===== src/rtl/level_meter.sv =====
// level_meter: N-segment level meter with instant attack, timed release and bar/dot display.
// Define LEVEL_METER_PEAK_EN to build the peak-hold register, peak FSM and peak dot.
module level_meter #(
    parameter int N           = 16,
    parameter int DECAY_TICKS = 10,
    parameter int HOLD_TICKS  = 100,
    localparam int LW         = $clog2(N + 1)
) (
    input  logic          hz100,
    input  logic          reset,
    input  logic [N-1:0]  in,
    input  logic          mode,
    input  logic          freeze,
    output logic [N-1:0]  out,
    output logic [LW-1:0] level,
    output logic [LW-1:0] peak
);
    localparam int MT = DECAY_TICKS > HOLD_TICKS ? DECAY_TICKS : HOLD_TICKS;
    localparam int CW = $clog2(MT + 1);

    logic [LW-1:0] raw, level_next;
    logic [CW-1:0] dcnt, dcnt_next;
    logic [N-1:0]  pdot;

    always_comb begin
        raw = '0;
        for (int i = 0; i < N; i++)
            if (in[i]) raw = LW'(i + 1);
    end

    always_comb begin
        level_next = level;
        dcnt_next  = dcnt;
        if (!freeze) begin
            if (raw >= level) begin
                level_next = raw;
                dcnt_next  = '0;
            end else if (dcnt == CW'(DECAY_TICKS - 1)) begin
                level_next = level - LW'(1);
                dcnt_next  = '0;
            end else begin
                dcnt_next = dcnt + CW'(1);
            end
        end
    end

    always_ff @(posedge hz100 or posedge reset) begin
        if (reset) begin
            level <= '0;
            dcnt  <= '0;
        end else begin
            level <= level_next;
            dcnt  <= dcnt_next;
        end
    end

`ifdef LEVEL_METER_PEAK_EN
    typedef enum logic [1:0] {TRACK, HOLD, FALL} pstate_t;

    pstate_t       state, state_next;
    logic [CW-1:0] pcnt, pcnt_next;
    logic [LW-1:0] peak_next;

    // A new maximum always wins over the hold/fall progress and restarts HOLD.
    always_comb begin
        state_next = state;
        peak_next  = peak;
        pcnt_next  = pcnt;
        if (!freeze) begin
            if (level_next > peak) begin
                peak_next  = level_next;
                state_next = HOLD;
                pcnt_next  = '0;
            end else begin
                case (state)
                    TRACK: peak_next = level_next;
                    HOLD: begin
                        if (pcnt == CW'(HOLD_TICKS - 1)) begin
                            state_next = FALL;
                            pcnt_next  = '0;
                        end else begin
                            pcnt_next = pcnt + CW'(1);
                        end
                    end
                    FALL: begin
                        if (pcnt == CW'(DECAY_TICKS - 1)) begin
                            pcnt_next = '0;
                            if (peak - LW'(1) <= level_next) begin
                                peak_next  = level_next;
                                state_next = TRACK;
                            end else begin
                                peak_next = peak - LW'(1);
                            end
                        end else begin
                            pcnt_next = pcnt + CW'(1);
                        end
                    end
                    default: state_next = TRACK;
                endcase
            end
        end
    end

    always_ff @(posedge hz100 or posedge reset) begin
        if (reset) begin
            state <= TRACK;
            peak  <= '0;
            pcnt  <= '0;
        end else begin
            state <= state_next;
            peak  <= peak_next;
            pcnt  <= pcnt_next;
        end
    end

    always_comb begin
        pdot = '0;
        for (int i = 0; i < N; i++)
            pdot[i] = (peak > level) && (LW'(i + 1) == peak);
    end
`else
    assign peak = '0;
    assign pdot = '0;
`endif

    always_comb begin
        out = pdot;
        for (int i = 0; i < N; i++)
            if (mode ? (LW'(i + 1) == level) : (LW'(i) < level)) out[i] = 1'b1;
    end
endmodule

===== config.mk =====
export PLATFORM = sky130hd
export DESIGN_NAME = level_meter
export DESIGN_NICKNAME = d
export VERILOG_FILES = /design/src/rtl/level_meter.sv
export SDC_FILE = /design/constraint.sdc
export NUM_CORES = 1
export LEC_CHECK = 0
export BUFFER_PORTS_ARGS = -buffer_cell sky130_fd_sc_hd__buf_2
export CORE_MARGIN = 2
export CORE_UTILIZATION = 45
export DETAILED_ROUTE_END_ITERATION = 10
export PLACE_DENSITY = 0.73
export SLEW_MARGIN = 10
export SYNTH_ARGS = -nofsm -noshare
export SYNTH_HDL_FRONTEND = slang
export SYNTH_SLANG_ARGS = --single-unit

===== constraint.sdc =====
create_clock -name hz100 -period 5.1 [get_ports hz100]
set_input_delay 0.765 -clock hz100 [delete_from_list [all_inputs] [get_ports hz100]]
set_output_delay 0.765 -clock hz100 [all_outputs]
set_load 0.005 [all_outputs]

==> results of run 1 <==
metal layers:
layer  routed length, um  vias to the layer above  global-route usage
li1                    -                      729                   -
met1                1490                      606               0.269
met2                1410                       30               0.286
met3                 123                        2             0.00659
met4                  15                        0              0.0698
met5                   0                        -                   0
final cells by class:
type                       instances  area [um^2]
inverter                          11         41.3
multi-input combinational        151          932
clock buffer                       3         22.5
fill                             276         1250
sequential                        12          300
timing repair buffer              40          200
tap                               31         38.8
cell families after synthesis:
family | count (synthesis) | synth area share
fa+ha+maj | 12 | 0.112
other cells | 1 | 0.00281
buf+inv | 24 | 0.0881
simple gates | 73 | 0.261
mux | 4 | 0.0328
flops | 12 | 0.225
xor+xnor | 2 | 0.0131
compound gates | 55 | 0.264
power by group through the flow:
stage,clock [mW],sequential (mW),combinational [mW]
final,0.0561,0.206,0.439
after global routing,0.0629,0.218,0.500
after CTS,0.0582,0.206,0.440
after detailed placement,0,0.208,0.438
after global placement,0,0.209,0.434
after floorplan,0,0.175,0.339
path summary, 6_finish.rpt:
kind,endpoint,slack (ns),cells past startpoint
min in group hz100,dcnt[6],0.55,2
min,dcnt[5],0.49,2
min reg2reg,dcnt[6],0.55,2
max reg2reg,level[3],2.09,7
max,level[3],1.81,10
max in group asynchronous,level[4],4.30,2
registers in the layout (all words and copies together), names as in the netlist:
signal,count
dcnt,7
level,5
cell usage in the layout, fill, tap and decap left out, drive strengths merged, types with 3 or more instances in the layout:
| cell | Yosys | routed |
|---|---|---|
| a21o | 3 | 3 |
| a21oi | 18 | 18 |
| a31oi | 4 | 4 |
| buf | 7 | 40 |
| clkbuf | 6 | 3 |
| conb | 1 | 5 |
| dfrtp | 12 | 12 |
| ha | 12 | 12 |
| inv | 9 | 9 |
| mux2 | 3 | 3 |
| nand2 | 20 | 20 |
| nand3 | 12 | 12 |
| nor2 | 17 | 17 |
| nor2b | 4 | 4 |
| nor3 | 7 | 7 |
| nor4 | 3 | 3 |
| o21ai | 9 | 9 |
| o22a | 3 | 3 |
| o22ai | 7 | 7 |
| o31ai | 3 | 3 |
worst reg2reg max path: cells and delay by family, from the launching register on:
family	cells	cell delay (ns)
AO/OA/AOI/OAI	4	1.17
adder cells (fa/ha/maj)	1	0.40
buffers and inverters	1	0.35
flip-flops	1	0.58
multiplexers	1	0.42
stage by stage:
stage | hold WS [ns] | util | cells
after floorplan | 0.506 | - | 187
after global placement | 0.531 | 0.544 | 245
after detailed placement | 0.539 | 0.544 | 245
after CTS | 0.496 | 0.552 | 248
after global routing | 0.528 | 0.552 | 248
final | 0.489 | 0.552 | 248
==> impl_summary.txt, run 1 <==
----------------------------------------------------
[Floorplan]
  Ports placed on the boundary ... 46
  Overall die area ... 0.00342 mm^2
  Initial core utilization ... 0.480
  Core outline area ... 0.00278 mm^2
  Number of core rows ... 19
  Die height ... 58.5 um
  Die span in x ... 58.5 um

[Setup path]
  Critical path, cell by cell ... buf_2 > nor4_1 > o41ai_1 > a21oi_1 > ha_1 > a21oi_1 > o21ai_1 > a21oi_1 > mux2_2 > o22a_1
  Crit path launch type ... input pin
  Arrival time of the worst setup path ... 3.45 ns
  Launching element of the worst setup path ... in[10]
  Startpoint of the lowest-slack register-to-register path ... level[2]
  Standard cell with the maximum stage delay on the critical path ... sky130_fd_sc_hd__a21oi_1
  Cell mode on critical path ... sky130_fd_sc_hd__a21oi_1
  Kind of cell with the highest combined delay on the critical path ... compound AO/OA/AOI/OAI gates
  Worst Path Required ... 5.26 ns
  Crit path capture type ... register
  Worst Setup Path Type ... in2reg
  Biggest fanout along the worst timing path ... 12
  Critical Path Max Stage Delay ... 0.72 ns
  Bufs and invs on worst path ... 1

[Pwr]
  Internal power ... 0.351 mW
  Pwr Total ... 0.701 mW
  Net switching power of the design ... 0.350 mW
  Leak Pwr ... 0.720 nW
  Switching fraction of total power ... 0.500
  Pwr/cell area ... 457 mW/mm^2
  Portion of total power attributed to combinational logic ... 0.626
  Max IR drop VDD ... 291 uV
  Sequential group share of total power ... 0.294
  Clock share of power ... 0.080

[CTS]
  Sinks on the clock net ... 12
  Resized cells post-CTS ... 0
  Clock latency reported for the late side of the worst-skew pair ... 0.27 ns
  Clk slew on worst S/H paths ... 0.07 ns
  CTS tree ... built
  Number of H-tree levels ... 1
  Root Buffer Master ... sky130_fd_sc_hd__clkbuf_4
  CTS Buf Count ... 3
  Clock Tree Buf Depth ... 2
  Buffer count from post-CTS setup fixing ... 0
  Number of buffers added to fix hold violations after cts ... 0

[Timing]
  Hold Vio Cnt, Final ... 0
  Transition at the pin with the smallest max-transition slack ... 0.916 ns
  Slew headroom ... 0.389
  Final Worst Setup Slack ... 1.81 ns
  RSZ-0062 raised after global routing ... no
  Number of max-slew violations in the final report ... 0
  Number of failing setup endpoints in the final timing report ... 0
  Final critical-path share of the clock period ... 0.645
  Final setup TNS ... 0 ns
  Clock Skew ... 0.000646 ns
  Highest Clock Rate ... 304 MHz
  Min Clock Period, post-route ... 3.29 ns

[Status]
  Outcome ... finished clean

[Route]
  Detail-routed net length per standard cell ... 12.3 um
  Wirelength, routed ... 3.04 mm
  Number of iterations in the first detailed-routing pass ... 4
  Number of antenna-violating nets in the routed design ... 0
  Detailed-route vias per instance ... 5.51
  Drt drc ... 0
  DRC violation total after the first TritonRoute iteration ... 69
  Number of vias after detailed routing ... 1367

[Synthesis]
  Average cell area after synthesis ... 7.30 um^2
  Total number of yosys warnings ... 0
  Post-Synthesis Cells ... 183
  Predominant post-synthesis flop cell ... sky130_fd_sc_hd__dfrtp_1
  Count of state elements after synthesis ... 12
  Library cells used by synthesis ... 41
  Sequential area share after synthesis ... 0.225
  Leading area contributor after synthesis ... sky130_fd_sc_hd__dfrtp_1
  Area share of the largest cell type after synthesis ... 0.225
  Area contributors post-synth ... sky130_fd_sc_hd__dfrtp_1 22%, sky130_fd_sc_hd__ha_1 11%, sky130_fd_sc_hd__a21oi_1 6.7%
  EDFF count, synth ... 0
  Top cell types by occurrence after synthesis ... 20 x sky130_fd_sc_hd__nand2_1, 18 x sky130_fd_sc_hd__a21oi_1, 17 x sky130_fd_sc_hd__nor2_1
  Mapped Area ... 0.00134 mm^2
  Async set-or-reset flop fraction in the synthesized netlist ... 1.00
  Most frequent cell after synthesis ... sky130_fd_sc_hd__nand2_1

[Placed design]
  Worst slack, placed ... 1.57 ns
  Cell area after placement ... 0.00151 mm^2
  Count of input and output buffers ... 40
  HPWL after DPL ... 2.30 mm
  Final weighted congestion in routability-driven placement ... 0.775

[Cells and area]
  Post-route cell area ... 0.00154 mm^2
  Area delta synth->final ... 15.0%
  Fraction of layout cells with a size suffix above 1 ... 0.221
  Final #Nets ... 251
  Number of diodes added for antenna fixing ... 0

[Job]
  Number of max-cap violations ... 0

[Global routing]
  Aggregate global-route resource usage ... 0.183
  Number of global-route vias before repair ... 1185
  Wire length of the first global-routing pass ... 5.13 mm
  Initial antenna violation count ... 0
  Largest net degree at the start of global routing ... 23
  GRT Residual Overflow ... 0

[Min path]
  Class of the most critical hold timing path ... in2async

----------------------------------------------------
Power figures use the tool's default switching activity.
==> inputs of run 2 (changes only) <==
==> constraint.sdc (replaced) <==
create_clock -name hz100 -period 3.05 [get_ports hz100]
set_input_delay 0.4575 -clock hz100 [delete_from_list [all_inputs] [get_ports hz100]]
set_output_delay 0.4575 -clock hz100 [all_outputs]
set_load 0.005 [all_outputs]
==> impl_summary.txt, run 2 (synthesis results as in run 1) <==
----------------------------------------------------
[Timing]
  Final Worst Setup Slack ... 0.490 ns
  Hold Vio Cnt, Final ... 0
  Clock Skew ... 0.000657 ns
  Number of max-slew violations in the final report ... 0
  Highest Clock Rate ... 391 MHz
  Min Clock Period, post-route ... 2.56 ns
  RSZ-0062 raised after global routing ... no
  Number of failing setup endpoints in the final timing report ... 0
  Final setup TNS ... 0 ns
  Final critical-path share of the clock period ... 0.839
  Worst slack on hold paths ... 0.192 ns

[Global routing]
  Met1 usage in global routing ... 0.275
  Global route hottest layer ... met2
  Largest net degree at the start of global routing ... 23
  GRT Residual Overflow ... 0
  Initial antenna violation count ... 0
  Routing usage on met2 ... 0.321
  Wire length of the first global-routing pass ... 5.39 mm
  Number of global-route vias before repair ... 1223
  Aggregate global-route resource usage ... 0.198
  GRT met3 Usage ... 0.0198

[Job]
  Number of max-cap violations ... 0

[Placed design]
  HPWL after DPL ... 2.37 mm
  Worst slack, placed ... 0.202 ns
  Cell area after placement ... 0.00153 mm^2
  Count of input and output buffers ... 40
  Final weighted congestion in routability-driven placement ... 0.813

[CTS]
  Clock Tree Buf Depth ... 2
  Root Buffer Master ... sky130_fd_sc_hd__clkbuf_4
  Number of H-tree levels ... 1
  Resized cells post-CTS ... 0
  CTS Buf Count ... 3
  Buffer count from post-CTS setup fixing ... 0
  Clock latency reported for the late side of the worst-skew pair ... 0.27 ns
  Clk slew on worst S/H paths ... 0.07 ns
  CTS tree ... built
  Sinks on the clock net ... 12
  Number of buffers added to fix hold violations after cts ... 0

[Route]
  DRC violation total after the first TritonRoute iteration ... 83
  Detailed-route vias per instance ... 5.66
  Detail-routed net length per standard cell ... 12.5 um
  Wirelength, routed ... 3.13 mm
  Number of iterations in the first detailed-routing pass ... 4
  Number of antenna-violating nets in the routed design ... 0
  Drt drc ... 0
  Number of vias after detailed routing ... 1416

[Setup path]
  Startpoint of the lowest-slack register-to-register path ... level[2]
  Worst Setup Path Type ... in2reg
  Worst R2R End ... dcnt[4]
  Critical Path Max Stage Delay ... 0.46 ns
  Biggest fanout along the worst timing path ... 6
  Cell mode on critical path ... sky130_fd_sc_hd__a21oi_1
  Critical path, cell by cell ... buf_2 > nor4_1 > o41ai_1 > a21oi_1 > ha_1 > a21oi_1 > o21ai_1 > a211o_4 > or4_1 > o21ai_0
  Flop-to-flop setup slack ... 0.70 ns
  R2R depth ... 7
  Crit path capture type ... register
  Arrival time of the worst setup path ... 2.74 ns
  Worst Path Required ... 3.23 ns
  Standard cell with the maximum stage delay on the critical path ... sky130_fd_sc_hd__or4_1
  Crit path launch type ... input pin

[Cells and area]
  Final #Nets ... 253
  Post-route cell area ... 0.00155 mm^2
  Top reg by flops ... dcnt
  Flip-flop count of the largest register after layout ... 7
  Filler Cell Count ... 280
  Leading cell types in the layout, fill and taps excluded ... 40 x sky130_fd_sc_hd__buf_2, 20 x sky130_fd_sc_hd__nand2_1, 18 x sky130_fd_sc_hd__a21oi_1, 17 x sky130_fd_sc_hd__nor2_1
  Fraction of layout cells with a size suffix above 1 ... 0.228
  Regs by FF count ... dcnt x7, level x5
  Most common cell after layout, fill and taps aside ... sky130_fd_sc_hd__buf_2
  Area delta synth->final ... 16.1%
  Number of diodes added for antenna fixing ... 0

[Floorplan]
  Core outline area ... 0.00278 mm^2
  Ports placed on the boundary ... 46
  Initial core utilization ... 0.480
  Number of core rows ... 19
  Die height ... 58.5 um
  Die span in x ... 58.5 um
  Overall die area ... 0.00342 mm^2

[Status]
  Outcome ... finished clean

[Min path]
  Class of the most critical hold timing path ... in2async

[Pwr]
  Leak Pwr ... 0.729 nW
  Pwr/cell area ... 773 mW/mm^2
  Max IR drop VDD ... 525 uV

----------------------------------------------------
## run 2: changes by cell type in the layout (fill, tap and decap cells not counted)
cell / before / now
sky130_fd_sc_hd__buf_4: 0 / 2
## run 2: worst max-delay path by stage
stage | from | end | slack (ns) | depth (start not counted)
5_1_grt | in[10] | level[2] | 0.26 | 11
6_report | in[10] | dcnt[4] | 0.49 | 10
2_1_floorplan | in[10] | level[2] | 0.43 | 10
3_3_place_gp | in[10] | dcnt[4] | 0.33 | 10
3_5_place_dp | in[10] | dcnt[4] | 0.20 | 10
4_1_cts | in[10] | dcnt[4] | 0.50 | 10
## run 2: through the flow
step / instances / total power [mW] / util
CTS: 250 / 1.20 / 0.557
global route: 250 / 1.34 / 0.557
global placement: 247 / 1.10 / 0.549
finish: 250 / 1.20 / 0.557
floorplan: 187 / 0.859 / -
detailed placement: 247 / 1.11 / 0.549
## run 2: final cells by class
cell class / instances / area, um^2 / area share
Timing Repair Buffer: 42 / 215 / 0.139
Tap cell: 31 / 38.8 / 0.0250
Clock buffer: 3 / 22.5 / 0.0145
Inverter: 11 / 41.3 / 0.0266
Multi-Input combinational cell: 151 / 932 / 0.601
Sequential cell: 12 / 300 / 0.194
## run 2: metal layers
layer	up-vias	part of all wire
met5	-	0
met1	653	0.49
met2	32	0.47
met4	0	0.0061
li1	727	-
met3	4	0.035
## run 2: report_power, final
group,internal [mW],switching (mW)
combinational,0.345,0.414
sequential,0.215,0.129
clock,0.0457,0.0495
## run 2: critical path, delay by kind of cell
kind                     cells  cell delay, ns
AO/OA/AOI/OAI                6            1.04
adder cells (fa/ha/maj)      1            0.27
buffers and inverters        1            0.12
AND/OR/NAND/NOR              2            0.84
==> inputs of run 3 (changes only) <==
==> constraint.sdc (replaced) <==
create_clock -name hz100 -period 2.55 [get_ports hz100]
set_input_delay 0.3825 -clock hz100 [delete_from_list [all_inputs] [get_ports hz100]]
set_output_delay 0.3825 -clock hz100 [all_outputs]
set_load 0.005 [all_outputs]
==> impl_summary.txt, run 3 (synthesis results as in run 1) <==
----------------------------------------------------
[Status]
  Outcome ... finished clean

[Route]
  Number of antenna-violating nets in the routed design ... 0
  DRC violation total after the first TritonRoute iteration ... 81
  Drt drc ... 0
  Detail-routed net length per standard cell ... 12.7 um
  Wirelength, routed ... 3.37 mm
  Number of iterations in the first detailed-routing pass ... 4
  Number of vias after detailed routing ... 1477
  Detailed-route vias per instance ... 5.57

[Pwr]
  Leak Pwr ... 0.805 nW
  Portion of total power attributed to combinational logic ... 0.696
  Internal power ... 0.822 mW
  Max IR drop VDD ... 671 uV
  Pwr/cell area ... 937 mW/mm^2
  Net switching power of the design ... 0.759 mW
  Sequential group share of total power ... 0.226
  Switching fraction of total power ... 0.480
  Clock share of power ... 0.078

[Timing]
  Hold Vio Cnt, Final ... 0
  Final critical-path share of the clock period ... 0.930
  Min Clock Period, post-route ... 2.37 ns
  Clock Skew ... 0.00411 ns
  Final setup TNS ... 0 ns
  Number of max-slew violations in the final report ... 0
  Highest Clock Rate ... 422 MHz
  Number of failing setup endpoints in the final timing report ... 0

[Job]
  Number of max-cap violations ... 0

[Setup path]
  Standard cell with the maximum stage delay on the critical path ... sky130_fd_sc_hd__or4_1
  Worst Setup Path Type ... in2reg
  Kind of cell with the highest combined delay on the critical path ... compound AO/OA/AOI/OAI gates
  Bufs and invs on worst path ... 1
  Critical path, cell by cell ... buf_2 > nor4_4 > o41ai_1 > a21oi_1 > ha_1 > a21oi_1 > o21ai_1 > a211o_4 > or4_1 > o21ai_0
  Worst Path Required ... 2.75 ns
  Biggest fanout along the worst timing path ... 4
  Cell mode on critical path ... sky130_fd_sc_hd__a21oi_1
  Arrival time of the worst setup path ... 2.57 ns
  Crit path launch type ... input pin
  Worst R2R End ... dcnt[4]
  Critical Path Max Stage Delay ... 0.45 ns
  Flop-to-flop setup slack ... 0.33 ns
  R2R depth ... 7
  Crit path capture type ... register
  Startpoint of the lowest-slack register-to-register path ... level[2]

[Cells and area]
  Filler Cell Count ... 256
  Post-route cell area ... 0.00169 mm^2
  Leading cell types in the layout, fill and taps excluded ... 40 x sky130_fd_sc_hd__buf_2, 20 x sky130_fd_sc_hd__nand2_1, 17 x sky130_fd_sc_hd__a21oi_1, 17 x sky130_fd_sc_hd__nor2_1, 17 x sky130_fd_sc_hd__buf_4
  Regs by FF count ... dcnt x7, level x5
  Number of diodes added for antenna fixing ... 0
  Flip-flop count of the largest register after layout ... 7
  Fraction of layout cells with a size suffix above 1 ... 0.291
  Area delta synth->final ... 26.4%
  Top reg by flops ... dcnt
  Final #Nets ... 268
  Final std cells w/o fill ... 265
  Most common cell after layout, fill and taps aside ... sky130_fd_sc_hd__buf_2

[CTS]
  Number of buffers added to fix hold violations after cts ... 0
  Clk slew on worst S/H paths ... 0.08 ns
  Number of H-tree levels ... 1
  Buffer count from post-CTS setup fixing ... 0
  Clock latency reported for the late side of the worst-skew pair ... 0.28 ns
  CTS Buf Count ... 3
  Sinks on the clock net ... 12
  CTS tree ... built
  Clock Tree Buf Depth ... 2
  Root Buffer Master ... sky130_fd_sc_hd__clkbuf_4

[Floorplan]
  Number of core rows ... 19
  Initial core utilization ... 0.480
  Core outline area ... 0.00278 mm^2
  Overall die area ... 0.00342 mm^2
  Die span in x ... 58.5 um
  Die height ... 58.5 um
  Ports placed on the boundary ... 46

[Min path]
  Class of the most critical hold timing path ... in2async

[Placed design]
  Final weighted congestion in routability-driven placement ... 0.828
  Cell area after placement ... 0.00164 mm^2
  Number of placed instances with taps included ... 262
  Count of input and output buffers ... 40
  HPWL after DPL ... 2.53 mm

[Global routing]
  Largest net degree at the start of global routing ... 23
  Aggregate global-route resource usage ... 0.204
  Number of global-route vias before repair ... 1237
  Wire length of the first global-routing pass ... 5.54 mm
  GRT Residual Overflow ... 0
  Initial antenna violation count ... 0

----------------------------------------------------
==> run 3: how the worst max path moves through the flow <==
| stage | endpoint | cells past startpoint | start | slack [ns] |
|---|---|---|---|---|
| 2_1_floorplan | level[2] | 10 | in[10] | 0.0003 |
| 3_3_place_gp | level[3] | 12 | in[0] | -0.09 |
| 3_5_place_dp | level[3] | 11 | in[10] | -0.20 |
| 4_1_cts | level[3] | 11 | in[10] | 0.07 |
| 5_1_grt | dcnt[4] | 10 | in[10] | -0.02 |
| 6_report | dcnt[4] | 10 | in[10] | 0.18 |
==> run 3: repair_timing <==
item | CTS | global route
setup endpoints to repair | 0 | 9
endpoints found under the hold margin | 0 | 0
resized for setup | 0 | 4
==> run 3: power groups by stage <==
stage                     Sequential [mW]  Combinational (mW)  Clock [mW]
after floorplan                     0.350               0.677           0
after global placement              0.358                1.07           0
after detailed placement            0.360                1.08           0
after CTS                           0.355                1.08       0.125
after global routing                0.375                1.23       0.130
final                               0.357                1.10       0.124
==> run 3: worst reg2reg max path: cells and delay by family, from the launching register on <==
kind / cells / cell delay, ns
buf+inv: 1 / 0.24
fa+ha+maj: 1 / 0.39
simple gates: 1 / 0.45
compound gates: 4 / 0.69
flops: 1 / 0.36
==> run 3: area by class of cell <==
type / instances / area [um^2] / share of cell area
timing repair buffer: 57 / 328 / 0.194
clock buffer: 3 / 22.5 / 0.0133
inverter: 11 / 41.3 / 0.0245
tap: 31 / 38.8 / 0.0230
multi-input combinational: 151 / 957 / 0.567
sequential: 12 / 300 / 0.178
==> run 3: through the flow <==
step / power (mW) / setup WS [ns] / util / hold slack [ns]
after floorplan: 1.03 / 0.000304 / - / 0.247
after detailed placement: 1.44 / -0.196 / 0.590 / 0.418
final: 1.58 / 0.180 / 0.607 / 0.0975
after CTS: 1.56 / 0.0737 / 0.598 / 0.114
after global routing: 1.74 / -0.0176 / 0.607 / 0.155
after global placement: 1.43 / -0.0944 / 0.590 / 0.412
==> run 3: routing by layer <==
| metal | share of wire | vias to the layer above | GRT usage | wire (um) |
|---|---|---|---|---|
| li1 | - | 760 | - | - |
| met5 | 0 | - | 0 | 0 |
| met1 | 0.46 | 667 | 0.284 | 1560 |
| met3 | 0.038 | 9 | 0.0198 | 129 |
| met4 | 0.019 | 0 | 0.0831 | 65 |
| met2 | 0.48 | 41 | 0.324 | 1610 |
